--- src/rtl/lcd_hd44780_controller.sv ---
// HD44780 4-bit write-only controller: runs the power-on init sequence, then
// accepts one byte per request/ready handshake and strobes it out as two nibbles.
module lcd_hd44780_controller #(
    parameter int unsigned CLK_HZ       = 50_000_000,
    parameter int unsigned T_POWERUP_US = 40000,
    parameter int unsigned T_EN_US      = 1,
    parameter int unsigned T_EXEC_US    = 50,
    parameter int unsigned T_LONG_US    = 2000
) (
    input  logic       clock,
    input  logic       reset,
    input  logic [7:0] data_in,
    input  logic       write_char,
    input  logic       write_cmd,
    output logic       ready,
    output logic       lcd_rs,
    output logic       lcd_rw,
    output logic       lcd_e,
    output logic [3:0] lcd_d
);

    localparam int unsigned US_CYC = CLK_HZ / 1_000_000;
    localparam logic [31:0] EN_CYC   = 32'(T_EN_US * US_CYC);
    localparam logic [31:0] EXEC_CYC = 32'(T_EXEC_US * US_CYC);
    localparam logic [31:0] LONG_CYC = 32'(T_LONG_US * US_CYC);
    localparam logic [31:0] PWR_CYC  = 32'(T_POWERUP_US * US_CYC);

    typedef enum logic [3:0] {
        POWERUP   = 4'd0,
        INIT_NIB  = 4'd1,
        INIT_WAIT = 4'd2,
        INIT_CMD  = 4'd3,
        IDLE      = 4'd4,
        NIB_SETUP = 4'd5,
        E_HIGH    = 4'd6,
        E_HOLD    = 4'd7,
        EXEC_WAIT = 4'd8
    } state_t;

    // Init items 0..3 are single nibbles (low 4 bits), 4..7 are full commands.
    function automatic logic [7:0] init_item(input logic [2:0] idx);
        logic [7:0] item;
        case (idx)
            3'd0, 3'd1, 3'd2: item = 8'h03;
            3'd3:             item = 8'h02;
            3'd4:             item = 8'h28;
            3'd5:             item = 8'h0C;
            3'd6:             item = 8'h06;
            3'd7:             item = 8'h01;
            default:          item = 8'h00;
        endcase
        return item;
    endfunction

    // Clear and home commands need the long execution time.
    function automatic logic wait_is_long(input logic rs, input logic [7:0] b);
        return (rs == 1'b0) && (b[7:2] == 6'd0) && (b != 8'd0);
    endfunction

    state_t      state_q, state_d;
    logic [31:0] cnt_q, cnt_d;
    logic [2:0]  step_q, step_d;
    logic [7:0]  byte_q, byte_d;
    logic        rs_q, rs_d;
    logic        lo_q, lo_d;
    logic        single_q, single_d;
    logic        init_q, init_d;
    logic        long_q, long_d;
    logic        ready_q, ready_d;
    logic        e_q, e_d;
    logic [3:0]  d_q, d_d;

    logic [31:0] limit_s;
    logic        done_s;
    logic [2:0]  nxt_step_s;
    logic [7:0]  nxt_item_s;
    logic        acc_rs_s;

    assign nxt_step_s = step_q + 3'd1;
    assign nxt_item_s = init_item(nxt_step_s);
    assign acc_rs_s   = write_char & ~write_cmd;
    assign done_s     = (cnt_q == (limit_s - 32'd1));

    // Duration of the current state in clock cycles.
    always_comb begin
        limit_s = EN_CYC;
        case (state_q)
            POWERUP:                     limit_s = PWR_CYC;
            INIT_WAIT:                   limit_s = LONG_CYC;
            INIT_CMD, EXEC_WAIT:         limit_s = long_q ? LONG_CYC : EXEC_CYC;
            INIT_NIB, NIB_SETUP,
            E_HIGH, E_HOLD, IDLE:        limit_s = EN_CYC;
            default:                     limit_s = EN_CYC;
        endcase
    end

    // Next-state and next-output logic.
    always_comb begin
        state_d  = state_q;
        cnt_d    = cnt_q + 32'd1;
        step_d   = step_q;
        byte_d   = byte_q;
        rs_d     = rs_q;
        lo_d     = lo_q;
        single_d = single_q;
        init_d   = init_q;
        long_d   = long_q;
        ready_d  = ready_q;
        e_d      = e_q;
        d_d      = d_q;
        case (state_q)
            POWERUP: begin
                if (done_s) begin
                    cnt_d    = 32'd0;
                    state_d  = INIT_NIB;
                    step_d   = 3'd0;
                    single_d = 1'b1;
                    init_d   = 1'b1;
                    rs_d     = 1'b0;
                    d_d      = 4'h3;
                end else begin
                    state_d = POWERUP;
                end
            end
            INIT_NIB, NIB_SETUP: begin
                if (done_s) begin
                    cnt_d   = 32'd0;
                    state_d = E_HIGH;
                    e_d     = 1'b1;
                end else begin
                    e_d = 1'b0;
                end
            end
            E_HIGH: begin
                if (done_s) begin
                    cnt_d   = 32'd0;
                    state_d = E_HOLD;
                    e_d     = 1'b0;
                end else begin
                    e_d = 1'b1;
                end
            end
            E_HOLD: begin
                if (done_s) begin
                    cnt_d = 32'd0;
                    if (single_q) begin
                        state_d = INIT_WAIT;
                    end else if (!lo_q) begin
                        state_d = NIB_SETUP;
                        lo_d    = 1'b1;
                        d_d     = byte_q[3:0];
                    end else begin
                        state_d = init_q ? INIT_CMD : EXEC_WAIT;
                    end
                end else begin
                    e_d = 1'b0;
                end
            end
            INIT_WAIT: begin
                if (done_s) begin
                    cnt_d  = 32'd0;
                    step_d = nxt_step_s;
                    if (step_q < 3'd3) begin
                        state_d  = INIT_NIB;
                        single_d = 1'b1;
                        d_d      = nxt_item_s[3:0];
                    end else begin
                        state_d  = NIB_SETUP;
                        single_d = 1'b0;
                        lo_d     = 1'b0;
                        byte_d   = nxt_item_s;
                        rs_d     = 1'b0;
                        long_d   = wait_is_long(1'b0, nxt_item_s);
                        d_d      = nxt_item_s[7:4];
                    end
                end else begin
                    state_d = INIT_WAIT;
                end
            end
            INIT_CMD: begin
                if (done_s) begin
                    cnt_d = 32'd0;
                    if (step_q == 3'd7) begin
                        state_d = IDLE;
                        ready_d = 1'b1;
                        init_d  = 1'b0;
                    end else begin
                        step_d  = nxt_step_s;
                        state_d = NIB_SETUP;
                        lo_d    = 1'b0;
                        byte_d  = nxt_item_s;
                        rs_d    = 1'b0;
                        long_d  = wait_is_long(1'b0, nxt_item_s);
                        d_d     = nxt_item_s[7:4];
                    end
                end else begin
                    state_d = INIT_CMD;
                end
            end
            EXEC_WAIT: begin
                if (done_s) begin
                    cnt_d   = 32'd0;
                    state_d = IDLE;
                    ready_d = 1'b1;
                end else begin
                    state_d = EXEC_WAIT;
                end
            end
            IDLE: begin
                cnt_d = 32'd0;
                // A simultaneous char+cmd request resolves to a command.
                if (ready_q && (write_cmd || write_char)) begin
                    state_d  = NIB_SETUP;
                    ready_d  = 1'b0;
                    byte_d   = data_in;
                    rs_d     = acc_rs_s;
                    lo_d     = 1'b0;
                    single_d = 1'b0;
                    long_d   = wait_is_long(acc_rs_s, data_in);
                    d_d      = data_in[7:4];
                end else begin
                    state_d = IDLE;
                end
            end
            default: begin
                state_d = POWERUP;
                cnt_d   = 32'd0;
                ready_d = 1'b0;
                e_d     = 1'b0;
            end
        endcase
    end

    // State and output registers.
    always_ff @(posedge clock or negedge reset) begin
        if (!reset) begin
            state_q  <= POWERUP;
            cnt_q    <= 32'd0;
            step_q   <= 3'd0;
            byte_q   <= 8'd0;
            rs_q     <= 1'b0;
            lo_q     <= 1'b0;
            single_q <= 1'b0;
            init_q   <= 1'b1;
            long_q   <= 1'b0;
            ready_q  <= 1'b0;
            e_q      <= 1'b0;
            d_q      <= 4'd0;
        end else begin
            state_q  <= state_d;
            cnt_q    <= cnt_d;
            step_q   <= step_d;
            byte_q   <= byte_d;
            rs_q     <= rs_d;
            lo_q     <= lo_d;
            single_q <= single_d;
            init_q   <= init_d;
            long_q   <= long_d;
            ready_q  <= ready_d;
            e_q      <= e_d;
            d_q      <= d_d;
        end
    end

    assign ready  = ready_q;
    assign lcd_rs = rs_q;
    assign lcd_rw = 1'b0;
    assign lcd_e  = e_q;
    assign lcd_d  = d_q;

endmodule

--- config.mk ---
export PLATFORM = sky130hd
export DESIGN_NAME = lcd_hd44780_controller
export DESIGN_NICKNAME = d
export VERILOG_FILES = /design/src/rtl/lcd_hd44780_controller.sv
export SDC_FILE = /design/constraint.sdc
export NUM_CORES = 1
export LEC_CHECK = 0
export BUFFER_PORTS_ARGS = -buffer_cell sky130_fd_sc_hd__buf_2
export CAP_MARGIN = 20
export CORE_MARGIN = 3
export CORE_UTILIZATION = 58
export DETAILED_ROUTE_END_ITERATION = 10
export PLACE_DENSITY = 0.76
export SYNTH_ARGS = -nofsm -noshare
export SYNTH_HDL_FRONTEND = slang
export SYNTH_SLANG_ARGS = --single-unit
--- constraint.sdc ---
create_clock -name clock -period 3.1 [get_ports clock]
set_input_delay 0.465 -clock clock [delete_from_list [all_inputs] [get_ports clock]]
set_output_delay 0.465 -clock clock [all_outputs]
set_load 0.1 [all_outputs]
# == Word level (Yosys, flattened, before mapping) ==
# Memories as Yosys holds them, arrays and structs flattened.
# Cells that the tools add are included.
# W data, S select, Z words.
# word_totals
register_bits,54
mem_bits_ro,40
input_bits,12
output_inout_bits,8
word_cells,148
mem_count,1
# op_classes
n_addsub,3
order_cmp,1
n_eq_ne,24
mux,70
bitwise_logic,5
n_reduce_logical,32
# mem_list
memory,words,width,rd,rd_ports_with_merged_regs,write_ports,line_no,rtl
(name not given),8,5,1,0,0,43,case (idx)
# op_table
operator,n
$mux W4,23
$mux W32,2
$pmux W21 S3,1
$add A32 B1 Y32 const B,1
$eq A32 B32 Y1,1
$pmux W4 S8,1
$sub A32 B1 Y32 const B,1
$ne A2 B2 Y1 const B,14
$mux W1,27
$pmux W4 S5,1
$mux W17,1
$eq A4 B3 Y1 const B,4
$pmux W1 S4,4
$reduce_bool A8 Y1,2
$mux W3,5
$logic_not A6 Y1,2
$pmux W4 S3,1
$reduce_and A5 Y1,2
$pmux W3 S3,1
$reduce_and A9 Y1,1
$reduce_bool A3 Y1,3
$eq A4 B2 Y1 const B,2
$reduce_and A4 Y1,2
$reduce_and A8 Y1,1
23 further kinds,32

# == Longest topological paths before layout ==
# Gate-level depths: netlist of run 1.
# depth
depth_word,7
ltp_mapped,11
depth_no_buf,9

# == Worst setup path after synthesis of run 1 ==
# Ideal clock, no wire load.
# synth_timing
path_type,reg-to-reg
startpoint,register state_q[1]
endpoint,register step_q[1]
setup_ns,0.125
arrival_ns,2.591
required_ns,2.975
path_slack_ns,0.384
path_stages_with_launch,10
path_buffers,2
period_less_slack_ns,2.716
cell_sequence,dfrtp_1 > buf_2 > or3b_4 > a211oi_4 > mux2i_1 > a311oi_2 > nor4_2 > buf_6 > nand3_4 > mux2_4
# synth_via
elab_chain_cells,7
word_cells_on_any_way,15
classes_between,1 x add/sub; 8 x eq/ne; 2 x mux; 4 x reduce/logical
# synth_lines
item,line_no,rtl
from (decl),60,"state_t state_q, state_d;"
from (signal assigned),250,state_q <= state_d;
$eq A4 B4 Y1 or $eq A4 B2 Y1 (tied branches),"87, 111",
$reduce_or A2 Y1,87,case (state_q)
$pmux W21 S3,87,
$sub A32 B1 Y32,82,assign done_s = (cnt_q == (limit_s - 32'd1));
$eq A32 B32 Y1,82,
$ne A2 B2 Y1 (no source line),--,
$reduce_and A5 Y1 (no source line),--,
to (signal assigned),252,step_q <= step_d;
to (decl),62,"logic [2:0] step_q, step_d;"
# Several ways; a longest one is shown, not always the timed one.
# A chain may end at the register's enable or synchronous reset.

# == Worst setup path in the final report of run 1 ==
# layout_timing
startpoint,register state_q[3]
endpoint,register d_q[1] (netlist: lcd_d[1])
# layout_via
elab_chain_cells,7
word_cells_on_any_way,21
classes_between,1 x add/sub; 14 x eq/ne; 2 x mux; 4 x reduce/logical
# layout_lines
item,line_no,rtl
$eq A4 B4 Y1 or $eq A4 B2 Y1 (tied branches),"87, 111",
$reduce_or A2 Y1,87,
$pmux W21 S3,87,
$sub A32 B1 Y32,82,
$eq A32 B32 Y1,82,
$ne A2 B2 Y1 (no source line),--,
$reduce_and A9 Y1 (no source line),--,
to (signal assigned),248,d_q <= 4'd0;
to (signal assigned),261,d_q <= d_d;
to (decl),71,"logic [3:0] d_q, d_d;"
# Several ways; a longest one is shown, not always the timed one.

==> key figures, run 1 <==
Global routing
  • Pin count of the biggest net entering global routing: 33
  • Met3 usage: 3.83%
  • Total gr overflow: 0
  • Most Used Layer, Global Route: met2
  • Global-route wire length before repair: 15600 um
  • Initial antenna violation count: 0
  • Met2 Track Usage GR: 43.3%
  • GR Util met1: 38.3%
  • Vias in the first global route: 3171
  • Gr usage total: 27.0%

Status
  • Status: completed

Synth
  • Predominant post-synthesis flop cell: dfrtp_1
  • Multiplexer share of the synthesized area: approximately 4.8%
  • Synth Area in Adders: 2.09%
  • Mean post-synth cell area: around 8.6 um2
  • Ys async rst share: 100%
  • Share of the synthesized area in the top cell type: 36.8%
  • Synth Area in XOR/XNOR: 7.79%
  • Most common library cells after synthesis: nor2_1, dfrtp_1, nand2_1
  • Synth area leader: dfrtp_1
  • Synth area leaders: dfrtp_1, nor2_1, xnor2_1
  • Mapped Area: roughly 3600 um2
  • Top-count cell post-synth: nor2_1
  • Syn nets: between 400 and 500
  • Synth warn: 0
  • Sequential element share of the synthesized area: 37.6%
  • EDFF count, synth: 0
  • Synth unique cells: 66
  • Simple-Gate Fraction of Synth Area: around 28%
  • Post-synthesis cell count: 420
  • Post-synthesis compound-gate area fraction: 15.2%
  • #FFs+latches synth: 54
  • Largest family of logic cells by synthesized area: simple AND/OR/NAND/NOR gates

Final layout
  • Ant diodes: 0
  • Layout cells sized above 1: 16.4%
  • Area growth, synth to finish: 8.34%
  • Seq. cell area: 1350 um2
  • NumNets Final: about 460
  • Util after Layout: 65.5%
  • Footprint of the multi-input gates: 2080 um2
  • Finished layout cell area: 3900 um2
  • Fillcell total: 509

Power
  • Clk pwr share: 35.6%
  • Peak supply drop: roughly 0.28 mV
  • Net Switching: around 290 uW
  • Leak: ~1.6 nW
  • Pwr per Cell Area: 299 nW/um2
  • Part of the power in combinational logic: 3.6%
  • Seq pwr share: 60.9%
  • Switching part of the total: 24.9%
  • Pint: 875 uW

STA
  • Max Clock Skew: 0.0128 ns
  • RSZ-0062 raised after global routing: false
  • Pins over their slew limit: 0
  • Setup TNS: 0 ns
  • Max Clk Rate: 336 MHz
  • Post-layout minimum cycle time: 2.98 ns
  • Slew @ Worst Pin: 0.705 ns
  • Max-slew headroom: between 50% and 60%
  • Final setup viols: 0
  • Tcrit/Tclk final: 96.1%
  • Worst setup margin: 0.119 ns
  • Final hold violation count: 0

Placement
  • Post-DP HPWL: between 6000 and 7000 um
  • Post-place setup slack: 0.161 ns
  • Port Buffers: 18
  • Final estimated routing congestion in global placement: between 0.9 and 1
  • Placement Cell Area: 3810 um2

Drt
  • Via-to-Cell Ratio: 6.34
  • Drt total wl: between 9000 and 10000 um
  • # DRC: 0
  • Vias: 3257
  • Detailed Route Iter0 Violations: 433
  • Final antenna-violating net count: 0
  • DR WL/cell: 17.9 um
  • Detailed Routing Iterations Pass 1: 5

Worst setup path
  • Crit path max-delay cell type: dfrtp_1
  • Critical path class: reg -> reg
  • Cells along the critical path: or3b_4, a211oi_4, mux2i_1, a311oi_2, nor4_4, buf_4, o21ai_2, mux2_2
  • Worst-path maximum fanout: 16
  • CP top delay family: compound AO/OA/AOI/OAI gates
  • Slowest stage delay, CP: approximately 0.51 ns
  • Critical path data required time: about 3.3 ns
  • Critical Path End Type: flop
  • Critical path launch point type: flop
  • CP bufs+invs: 1
  • Crit path DAT: 3.20 ns

Clocking
  • Hold_buf cts: 0
  • H-tree levels: 2
  • Total CTS buffers: 5
  • CTS sink cnt: 54
  • CTS tree: built
  • Max clock buf depth: 2
  • Clock-pin slew on the worst setup and hold paths: about 0.11 ns
  • Clk_lat worst skew: 0.32 ns
  • Setup bufs post-CTS: 0
  • Clk root buf: clkbuf_8

Min path
  • Kind of path behind the tightest hold check: in -> async

Die
  • Die Ht: roughly 85 um
  • IO Pins: 20
  • Die X: 84.8 um
  • Core area: 5960 um2
  • Cell Rows: 28
  • Die ar.: 7190 um2
  • Initial Util: 60.4%

Flow run
  • Max-Cap Viols: 0
==> logic make-up (layout without fill, tap and decap cells) <==
logic type | Yosys count | count (layout)
simple gates | 195 | 195
compound gates | 77 | 77
flops | 54 | 54
buf+inv | 39 | 58
xor+xnor | 32 | 32
mux | 16 | 16
fa+ha+maj | 6 | 6
other cells | 1 | 1
==> final cells by class <==
type / instances / area share, %
Multi-Input combinational cell: 327 / 53.4
Sequential cell: 54 / 34.7
Timing Repair Buffer: 35 / 5.90
Tap cell: 75 / 2.41
Clock buffer: 5 / 1.76
Inverter: 16 / 1.54
Clock inverter: 2 / 0.353
==> worst reg2reg max path, cell delays in order (launching register included) <==
cell and delay [ns]:
dfrtp_1 0.51, or3b_4 0.46, a211oi_4 0.32, mux2i_1 0.16, a311oi_2 0.49, nor4_4 0.09
buf_4 0.22, o21ai_2 0.26, mux2_2 0.37
==> power by group through the flow <==
stage | combinational, mW | sequential [mW] | clock [mW]
floorplan | 0.0112 | 0.728 | 0
global placement | 0.0416 | 0.723 | 0
detailed placement | 0.0425 | 0.724 | 0
CTS | 0.0426 | 0.710 | 0.420
global route | 0.0457 | 0.710 | 0.439
finish | 0.0418 | 0.710 | 0.415
==> sequential cells by signal, indices dropped and copies added, names as in the netlist <==
| name | cells |
|---|---|
| state_q | 4 |
| ready | 1 |
| lcd_e | 1 |
| byte_q | 4 |
| long_q | 1 |
| lcd_rs | 1 |
| cnt_q | 32 |
| lcd_d | 4 |
| init_q | 1 |
| single_q | 1 |
| lo_q | 1 |
| step_q | 3 |
==> what timing repair did <==
action,CTS,global route
gates resized for setup,0,1
setup endpoints to repair,0,27
endpoints found under the hold margin,0,0
==> routing by layer <==
metal | share of wire (%) | vias up
met5 | 0 | -
met4 | 1.9 | 0
met3 | 6.9 | 19
met2 | 47 | 146
met1 | 44 | 1570
li1 | - | 1522
==> through the flow <==
| step | power, mW | instances | hold slack, ns |
|---|---|---|---|
| 2_1_floorplan | 0.739 | 420 | 0.169 |
| 5_1_grt | 1.19 | 514 | 0.221 |
| 6_report | 1.17 | 514 | 0.173 |
| 3_3_place_gp | 0.765 | 507 | 0.489 |
| 4_1_cts | 1.17 | 514 | 0.201 |
| 3_5_place_dp | 0.766 | 507 | 0.503 |
==> final timing paths <==
path,from,endpoint,slack [ns],depth (start not counted)
min in group clock,init_q$_DFFE_PN1P_,init_q$_DFFE_PN1P_,0.52,2
max in group asynchronous,reset,cnt_q[10]$_DFF_PN0_,2.25,2
max,state_q[3]$_DFFE_PN0P_,lcd_d[1]$_DFFE_PN0P_,0.12,8
max reg2reg,state_q[3]$_DFFE_PN0P_,lcd_d[1]$_DFFE_PN0P_,0.12,8
min reg2reg,init_q$_DFFE_PN1P_,init_q$_DFFE_PN1P_,0.52,2
min,reset,state_q[1]$_DFFE_PN0P_,0.17,1
==> placed cells by master (no fill, tap or decap), types with 4 or more instances in the layout <==
cell type	synthesis	final
nand2b_1	5	5
xnor2_1	18	18
clkbuf_8	0	5
or2_2	4	4
mux2_2	7	7
nand4_1	14	14
a21oi_1	18	18
ha_1	6	6
buf_2	7	18
dfrtp_1	53	53
o22a_1	4	4
nor2b_1	4	4
buf_4	2	16
and4_1	4	4
inv_1	15	15
xor2_1	14	14
nand2_1	36	36
a31o_2	4	4
o21ai_0	11	11
o22ai_1	4	4
mux2i_1	8	8
nor2_1	75	74
nand3_1	9	9
a31oi_1	7	7
nand3b_1	4	4
nor4_1	11	11
nor3_1	9	9
(Power assumes the default switching activity.)
==> run 2, diff against run 1 <==
Settings changed: CORE_UTILIZATION 58 to 56, PLACE_DENSITY 0.76 to 0.77.
Clock period 3.1 ns to 2.61 ns, I/O delays scaled along.
==> run 2 against run 1 <==
- the run now ends with setup timing left
- routed wire length increased by 6.6%
- utilization increased by 6.5 points
- global-route usage decreased by 0.93 points
- critical endpoint is now cnt_q[29]$_DFF_PN0_
==> key figures, run 2 (same netlist as run 1, synthesis figures left out) <==
Final layout
  • Util after Layout: 71.9%
  • Layout cells sized above 1: a little over a quarter
  • Fillcell total: 467
  • Largest register FFs: 32
  • Footprint of the multi-input gates: 2210 um2
  • Ant diodes: 0
  • Area growth, synth to finish: 21.1%
  • NumNets Final: 491
  • Finished Layout Cells: 549
  • Largest Register: cnt_q
  • Seq. cell area: around 1400 um2
  • Most frequent cells in the layout: nor2_1, dfrtp_1, buf_4
  • Most common cell after layout, fill and taps aside: nor2_1

Worst setup path
  • Critical Path End Type: flop
  • Critical path class: reg -> reg
  • Reg-to-reg startpoint: state_q[0]$_DFFE_PN0P_
  • Worst-path maximum fanout: 8
  • Setup crit start: state_q[0]$_DFFE_PN0P_
  • Crit path DAT: approximately 3.0 ns
  • Register-to-Register Setup Slack: -0.19 ns
  • Critical path data required time: roughly 2.8 ns
  • Critical path launch point type: flop

Clocking
  • Clock-pin slew on the worst setup and hold paths: 0.11 ns
  • H-tree levels: 2
  • Clk root buf: clkbuf_8
  • Total CTS buffers: 5
  • Clk_lat worst skew: 0.32 ns
  • Max clock buf depth: 2
  • CTS sink cnt: 54
  • CTS tree: built

STA
  • Max-slew headroom: 54.5%
  • RSZ-0062 raised after global routing: true
  • Tcrit/Tclk final: 107%
  • Max Clk Rate: 357 MHz
  • Worst setup margin: -0.188 ns
  • Worst hold slack: around 0.0028 ns
  • Final setup viols: 53
  • Max Clock Skew: between 0.008 and 0.009 ns
  • Post-layout minimum cycle time: approximately 2.8 ns
  • Slew @ Worst Pin: between 0.6 and 0.7 ns
  • Final hold violation count: 0
  • Pins over their slew limit: 0
  • Setup TNS: -7.32 ns

Die
  • Die ar.: between 7000 and 8000 um2
  • Die X: approximately 86 um
  • Die Ht: 86.2 um
  • Core area: 6060 um2
  • Initial Util: roughly three fifths
  • IO Pins: 20
  • Cell Rows: 28

Drt
  • Vias: 3473
  • Final antenna-violating net count: 0
  • Drt total wl: 9830 um
  • Detailed Routing Iterations Pass 1: 5
  • DR WL/cell: 17.9 um
  • Detailed Route Iter0 Violations: 294
  • # DRC: 0
  • Via-to-Cell Ratio: 6.33

Placement
  • Post-place setup slack: -0.0921 ns
  • Placed cells: 528
  • Post-DP HPWL: 6480 um
  • Port Buffers: 18
  • Final estimated routing congestion in global placement: 0.918

Global routing
  • Gr usage total: between 20% and 30%
  • Vias in the first global route: 3160
  • Pin count of the biggest net entering global routing: 33
  • Initial antenna violation count: 0
  • Global-route wire length before repair: 15600 um
  • Total gr overflow: 0

Status
  • Failing checks: setup timing
  • Status: finished, violations left

Power
  • Peak supply drop: 0.292 mV
  • Pwr per Cell Area: approximately 330 nW/um2
  • Leak: about 1.9 nW

Flow run
  • Max-Cap Viols: 0

Min path
  • Kind of path behind the tightest hold check: in -> async
run 2: cell count changes in the layout (fill, tap and decap cells not counted), moves of 2 or more:
cell | before | now
o21ai_0 | 11 | 9
buf_4 | 16 | 42
nor2_2 | 1 | 7
clkbuf_16 | 0 | 2
nor2_1 | 74 | 62
nor4_1 | 11 | 9
buf_6 | 0 | 6
mux2i_2 | 0 | 2
mux2i_1 | 8 | 6
nor4_2 | 0 | 2
nor2_4 | 0 | 6
run 2: final timing paths:
kind / cells past startpoint / to
min reg2reg: 1 / lcd_d[3]$_DFFE_PN0P_
max reg2reg: 8 / cnt_q[29]$_DFF_PN0_
max: 8 / cnt_q[29]$_DFF_PN0_
min in group clock: 1 / lcd_d[3]$_DFFE_PN0P_
min: 1 / cnt_q[7]$_DFF_PN0_
max in group asynchronous: 2 / cnt_q[0]$_DFF_PN0_
run 2: power by group:
| part | internal [mW] | switching [mW] | total [mW] |
|---|---|---|---|
| clock network | 0.220 | 0.306 | 0.526 |
| logic | 0.0129 | 0.0363 | 0.0492 |
| registers | 0.840 | 0.00264 | 0.843 |
| total | 1.07 | 0.345 | 1.42 |
run 2: metal layers:
layer  up-vias  track usage, %  share of wire (%)
li1       1587               -                  -
met1      1685            37.8                 43
met2       174            41.3                 47
met3        27            3.42                6.9
met4         0            6.94                2.6
met5         -               0                  0
run 2: what timing repair did:
item	CTS	global route
gates resized for setup	10	27
pin swaps	11	15
setup buffers	8	2
hold buffers	0	0
endpoints found under the setup margin	52	54
gates cloned	0	3
run 2: critical path, stage by stage (launching register included):
cell,delay (ns)
dfrtp_1,0.40
or3b_4,0.43
a211oi_4,0.37
mux2i_2,0.32
nand3b_1,0.16
or4_4,0.53
o211ai_4,0.18
clkbuf_16,0.24
nor2_1,0.05
run 2: area by class of cell:
class                   count  area share, %
inverters                  16           1.38
clock inverters             2          0.373
well taps                  75           2.15
clock buffers               6           1.89
multi-input cells         327           50.7
flip-flops and latches     54           31.0
repair buffers             69           12.5
run 2: through the flow:
step                      power [mW]  cell area (um2)
after floorplan                0.878             3610
after global placement         0.908             3980
after detailed placement       0.909             3980
after CTS                       1.43             4190
after global routing            1.46             4360
final                           1.42             4360
